### config.mk
export PLATFORM = sky130hd
export DESIGN_NAME = seg7_scan_capture
export DESIGN_NICKNAME = d
export VERILOG_FILES = /design/src/rtl/seg7_scan_capture.sv
export SDC_FILE = /design/constraint.sdc
export NUM_CORES = 1
export LEC_CHECK = 0
export CORE_ASPECT_RATIO = 0.7
export CORE_UTILIZATION = 25
export CTS_CLUSTER_DIAMETER = 150
export DETAILED_ROUTE_END_ITERATION = 16
export DONT_BUFFER_PORTS = 1
export GPL_TIMING_DRIVEN = 0
export SETUP_SLACK_MARGIN = 0.2
export SLEW_MARGIN = 20
export SYNTH_ARGS = -nofsm -noshare
export SYNTH_HDL_FRONTEND = slang
export SYNTH_SLANG_ARGS = --single-unit
### constraint.sdc
create_clock -name clk -period 3.92 [get_ports clk]
set_input_delay 0.196 -clock clk [delete_from_list [all_inputs] [get_ports clk]]
set_output_delay 0.196 -clock clk [all_outputs]
set_load 0.02 [all_outputs]
### src/rtl/seg7_scan_capture.sv
// Captures a multiplexed active-low 7-segment display scan and rebuilds the four BCD digits.
// A pattern is only acted on once it has been sampled STABLE_CYCLES times in a row.
module seg7_scan_capture #(
    parameter int unsigned STABLE_CYCLES = 4
) (
    input  logic       clk,
    input  logic       rst_n,
    input  logic [3:0] S,
    input  logic [6:0] Y,
    output logic [3:0] digit0,
    output logic [3:0] digit1,
    output logic [3:0] digit2,
    output logic [3:0] digit3,
    output logic [3:0] valid,
    output logic [3:0] blank,
    output logic       err,
    output logic       frame_done
);
    localparam logic [7:0] CNT_MAX = 8'(STABLE_CYCLES);
    localparam logic [7:0] CNT_ACC = 8'(STABLE_CYCLES - 2);

    logic [3:0]       s_q;
    logic [6:0]       y_q;
    logic [7:0]       cnt_q, cnt_d;
    logic             acc_q, acc_d;
    logic [3:0][3:0]  dig_q, dig_d;
    logic [3:0]       valid_q, valid_d, blank_q, blank_d, mask_q, mask_d;
    logic             err_q, err_d, fd_q, fd_d;

    logic             diff, one_hot, code_ok;
    logic [3:0]       sel, seen;
    logic [1:0]       k;
    logic [3:0]       code_val;

    // The counter is cleared on the edge that loads a new pattern, so the
    // accept strobe fires on the STABLE_CYCLES-th consecutive identical sample.
    assign diff  = {S, Y} != {s_q, y_q};
    assign cnt_d = diff ? 8'd0 : ((cnt_q == CNT_MAX) ? cnt_q : cnt_q + 8'd1);
    assign acc_d = !diff && (cnt_q == CNT_ACC);

    assign sel     = ~s_q;
    assign one_hot = (sel != 4'd0) && ((sel & (sel - 4'd1)) == 4'd0);

    always_comb begin
        k = 2'd0;
        for (int i = 0; i < 4; i++)
            if (sel[i]) k = 2'(i);
    end

    always_comb begin
        code_ok  = 1'b1;
        code_val = 4'd0;
        case (y_q)
            7'b0000001: code_val = 4'd0;
            7'b1001111: code_val = 4'd1;
            7'b0010010: code_val = 4'd2;
            7'b0000110: code_val = 4'd3;
            7'b1001100: code_val = 4'd4;
            7'b0100100: code_val = 4'd5;
            7'b0100000: code_val = 4'd6;
            7'b0001111: code_val = 4'd7;
            7'b0000000: code_val = 4'd8;
            7'b0000100: code_val = 4'd9;
            default:    code_ok  = 1'b0;
        endcase
    end

    always_comb begin
        dig_d   = dig_q;
        valid_d = valid_q;
        blank_d = blank_q;
        mask_d  = mask_q;
        err_d   = 1'b0;
        fd_d    = 1'b0;
        seen    = mask_q;
        if (acc_q) begin
            if (one_hot) begin
                if (code_ok) begin
                    dig_d[k]   = code_val;
                    valid_d[k] = 1'b1;
                    blank_d[k] = 1'b0;
                end else if (y_q == 7'h7f) begin
                    blank_d[k] = 1'b1;
                    valid_d[k] = 1'b0;
                end else begin
                    err_d      = 1'b1;
                    valid_d[k] = 1'b0;
                    blank_d[k] = 1'b0;
                end
                // A repeated digit means a new scan started; restart the mask there.
                seen = ((mask_q & sel) != 4'd0) ? sel : (mask_q | sel);
                if (seen == 4'hf) begin
                    fd_d   = 1'b1;
                    mask_d = 4'd0;
                end else begin
                    mask_d = seen;
                end
            end else if (sel != 4'd0) begin
                err_d = 1'b1;
            end
        end
    end

    always_ff @(posedge clk) begin
        if (!rst_n) begin
            s_q     <= 4'hf;
            y_q     <= 7'h7f;
            cnt_q   <= 8'd0;
            acc_q   <= 1'b0;
            dig_q   <= '0;
            valid_q <= 4'd0;
            blank_q <= 4'd0;
            mask_q  <= 4'd0;
            err_q   <= 1'b0;
            fd_q    <= 1'b0;
        end else begin
            s_q     <= S;
            y_q     <= Y;
            cnt_q   <= cnt_d;
            acc_q   <= acc_d;
            dig_q   <= dig_d;
            valid_q <= valid_d;
            blank_q <= blank_d;
            mask_q  <= mask_d;
            err_q   <= err_d;
            fd_q    <= fd_d;
        end
    end

    assign digit0     = dig_q[0];
    assign digit1     = dig_q[1];
    assign digit2     = dig_q[2];
    assign digit3     = dig_q[3];
    assign valid      = valid_q;
    assign blank      = blank_q;
    assign err        = err_q;
    assign frame_done = fd_q;
endmodule
## Yosys cells after proc, flatten, opt, wreduce, memory -nomap -nowiden

Cells that the tools add are included.

- Bits in registers: 50
- Bits in latches: 0
- Memory bits (writable): 0
- Memory bits (read-only): 0
- Input bits: 13
- Output and inout bits: 26
- Logic and storage cells: 75
- Memories kept: 0

- $add $sub $neg: 2
- Multipliers: 0
- Div/mod/pow operators: 0
- Order comparisons: 2
- Equal/unequal tests: 14
- Shifts and indexed selects: 0
- Multiplexer cells: 20
- Bitwise logic cells: 10
- Reduce and logical (&&, ||, !) cells: 14

Operators by type and width:

| cell | count |
|---|---|
| 4-bit case mux with 9 select lines | 1 |
| 4-bit 2-to-1 mux | 6 |
| 7-bit == test, second input constant | 3 |
| 4-bit bitwise AND | 4 |
| 16-bit bitwise mux | 1 |
| 7-bit by 3-bit == test with 1-bit output, second input constant | 2 |
| 7-bit by 6-bit == test with 1-bit output, second input constant | 2 |
| 4-bit OR | 3 |
| 11-bit inequality test | 1 |
| 10-bit OR reduction | 1 |
| 8-bit by 1-bit adder with 8-bit output, second input constant | 1 |
| 4-bit demux with 2-bit select | 1 |
| 8-bit by 2-bit == test with 1-bit output, second input constant | 1 |
| 8-bit by 3-bit == test with 1-bit output, second input constant | 1 |
| 1-bit 2-to-1 mux | 8 |
| 4-bit inverter | 2 |
| 4-bit nonzero test | 2 |
| 7-bit by 1-bit == test with 1-bit output, second input constant | 1 |
| 7-bit by 4-bit == test with 1-bit output, second input constant | 1 |
| 7-bit by 5-bit == test with 1-bit output, second input constant | 1 |
| 7-bit zero test | 1 |
| 3-bit AND reduction | 2 |
| 4-bit == test, second input constant | 1 |
| 4-bit zero test | 1 |
| 10 further kinds | 14 |

## Depth between registers and ports, before layout

- Word-level depth: 12
- Mapped depth: 7

## Worst setup path before layout

OpenSTA, ideal clock, no wires.

- Path type: reg-to-reg
- Start point: reg y_q[2]
- End point: reg dig_q (netlist bit digit1[2])
- Library setup time: 115 ps
- Arrival time: 1,736 ps
- Path slack: 2,069 ps
- Cell stages (with the launch flop): 7
- Path buffers: 1
- Cell sequence: dfxtp_1 > buf_6 > or4_4 > a2111oi_4 > a211oi_2 > o21a_1 > o21a_1

- Word-level cells in the longest chain between the ends: 4
- Elaborated cells on any way between the ends: 15

Ends and longest elaborated chain:

| element | RTL line | RTL |
|---|---|---|
| from (decl) | 23 | `logic [6:0] y_q;` |
| from (signal assigned) | 107 | `y_q <= 7'h7f;` |
| from (signal assigned) | 118 | `y_q <= Y;` |
| 7-bit by 3-bit == test with 1-bit output (tied with other cells) | 53 | `case (y_q)` |
| 10-bit OR reduction (no line) | n/a |  |
| 1-bit 2-to-1 mux | 53 |  |
| 3-bit AND reduction (no line) | n/a |  |
| to (signal assigned) | 121 | `dig_q <= dig_d;` |
| to (decl) | 26 | `logic [3:0][3:0] dig_q, dig_d;` |

Parallel ways exist; a longest one is shown, timed or not.
A chain may end at the register's enable or synchronous reset.

## Final worst setup path

- Start point: reg y_q[3]
- End point: reg dig_q (netlist bit digit0[0])

The elaborated chain is that of the path after synthesis.

==> flow_summary.toml <==
[run_status]
outcome = "completed"

[power_and_ir_drop]
p_sw_frac = 0.240
pwr-share-clk = 0.430
seqPwrFrac = 0.501
ir_worst_vdd_uv = 150
combPwrFrac = 0.069
p_total_mw = 1.03
powerDensity_nw_per_um2 = 363
p_sw_uw = 249
leakage_nw = 0.991
p_int_uw = 786

[placed_design]
dp_slack_ps = 1830
place_area_um2 = 2610
portBuffers = 0
dp_cells = 409
dp_hpwl_mm = 4.56
place.gp.congestion = 0.774

[synthesis]
ys_seq_elements = 50
async_flop_share = 0
synth_top_area_share = 0.408
syn_area_per_cell_um2 = 8.62
synth.distinct_cells = 50
synth_area_leader_cell = "dfxtp_1"
syn_inst = 285
synth_area_leaders = "dfxtp_1 (41%), xnor2_1 (5.0%), nor2_1 (4.7%)"
syn_area_um2 = 2460
synth_edf_count = 0
synth_ff_type = "dfxtp_1"
synth.most_common_cell = "dfxtp_1"
synthTopCellsByCount = "dfxtp_1 (50), nor2_1 (31), nand2_1 (23), o21ai_0 (17)"
synth_warnings = 0
yosysSeqAreaShare = 0.408
syn_nets = 301

[layout]
n_antenna_cell = 0
drive_gt1_frac = 0.106
final_cells = 425
fin_area_um2 = 2850
nets = 316
final_util = 0.306
fillCellCount = 1012
synthToLayoutAreaGrowth_pct = 15.9

[sta]
finalSetupTns_ps = 0
grt_setup_unrepaired = "no"
setup_ws_ps = 1840
holdWs_ps = 5.64
clock_skew_ps = 3.75
maxSlewHeadroom = 0.387
setup_viol = 0
fin_crit_sh = 0.532
fin_crit_ps = 2080
fmax_mhz = 480
final_hold_viol_count = 0
worst_slew_pin_slew_ps = 918
finalMaxSlewViolations = 0

[clock_network]
clock_latency_ps = 290
postCtsSetupBuffers = 0
root_buffer = "clkbuf_16"
clk_pin_slew_worst_paths_ps = 70
htreeDepth = 2
cts_tree = "built"
cts_buffer_depth = 2
cts_resized = 0
cts_sinks = 50
cts_buffers = 5

[die]
die_h_um = 84.9
ios = 39
fp.dieW_um = 120
initial_utilization = 0.264
dieArea_um2 = 10200
core_area_um2 = 9290
rows = 29

[setup_path]
worst_setup_path_end_kind = "flop"
cpMaxStageDelayCell = "nor4bb_1"
slowest_delay_ps = 550
worstPathArrival_ps = 2220
crit_required_ps = 4050
crit_fanout = 10
crit_buf_inv = 1
critPathLaunchType = "flop"
path_cells = "nor4bb_1 > a32oi_1 > o21a_1 > nand2_2 > buf_4 > a31oi_1"
crit_family = "simple AND/OR/NAND/NOR gates"
critPathKind = "reg -> reg"

[drt]
drtAntennaViolNets = 0
wirelength_mm = 6.31
drt_iter0_drc = 113
wire_per_inst_um = 14.8
via_per_inst = 4.91
drt-pass1-iter-count = 6
drc_errors = 0
vias = 2088

[hold_path]
hold_class = "in -> reg"

[global_routing]
grt_pass1_wl_mm = 10.3
grt_usage = 0.133
grt_remaining_overflow = 0
grt_pass1_vias = 1951
grt_max_degree = 18
grt_antenna_before_repair = 0

[run]
drv_cap = 0
[cell usage in the layout (no fill, tap or decap), drive strengths merged, types with 6 or more instances in the layout]
cell / count
dfxtp: 50
nor2: 31
nand2: 24
o21ai: 19
nand3: 14
xnor2: 14
a31oi: 12
nand2b: 11
buf: 11
clkbuf: 10
o21a: 9
dlygate4sd3: 8
nand4: 7
or3b: 6
xor2: 6
a21boi: 6
[cell type report]
cell class	count	area [um2]	area share
inverter	4	15.0	0.00527
clock inverter	3	25.0	0.00879
tap	124	155	0.0545
multi-input combinational	215	1360	0.476
buffer	16	90.1	0.0316
clock buffer	5	125	0.0440
sequential	50	1000	0.352
timing repair buffer	8	80.1	0.0281
[per-layer routing]
layer / vias up / GRT usage / wire, um
li1: 1047 / - / -
met1: 994 / 0.173 / 3110
met4: 0 / 0.0494 / 70
met3: 4 / 0.0632 / 574
met5: - / 0 / 0
met2: 43 / 0.189 / 2550
[path summary, 6_finish.rpt]
| kind | startpoint | to | slack (ps) | cells after the start |
|---|---|---|---|---|
| worst max-delay path | y_q[3] | digit0[0] | 1840 | 6 |
| worst min-delay path | Y[5] | y_q[5] | 6 | 1 |
| worst max register to register | y_q[3] | digit0[0] | 1840 | 6 |
| worst min register to register | cnt_q[7] | cnt_q[7] | 520 | 2 |
[worst reg2reg max path, stage by stage, from the launching register on]
cell and delay, ps:
dfxtp_1 480, nor4bb_1 550, a32oi_1 180, o21a_1 310, nand2_2 130, buf_4 170, a31oi_1 100
[logic make-up after synthesis]
group                      Yosys count  share of synthesized area
DFF                                 50                      0.408
xor gates and xnor gates            20                     0.0713
muxes                                1                    0.00408
adders and majority gates            3                     0.0153
AOI/OAI and AO/OA                   66                      0.185
and+or+nand+nor                    125                      0.274
buffers and inverters               20                     0.0428
[power groups by stage]
| stage | combinational, mW | sequential (mW) | clock, mW |
|---|---|---|---|
| global route | 0.0785 | 0.519 | 0.475 |
| finish | 0.0717 | 0.518 | 0.444 |
| CTS | 0.0712 | 0.518 | 0.460 |
| detailed placement | 0.0640 | 0.530 | 0 |
| floorplan | 0.0520 | 0.529 | 0 |
| global placement | 0.0630 | 0.530 | 0 |
[what timing repair did]
action,in CTS,in global routing
endpoints found under the setup margin,0,0
endpoints found under the hold margin,8,0
hold buffers,8,0
No activity file was read; power rests on OpenSTA's default activity.
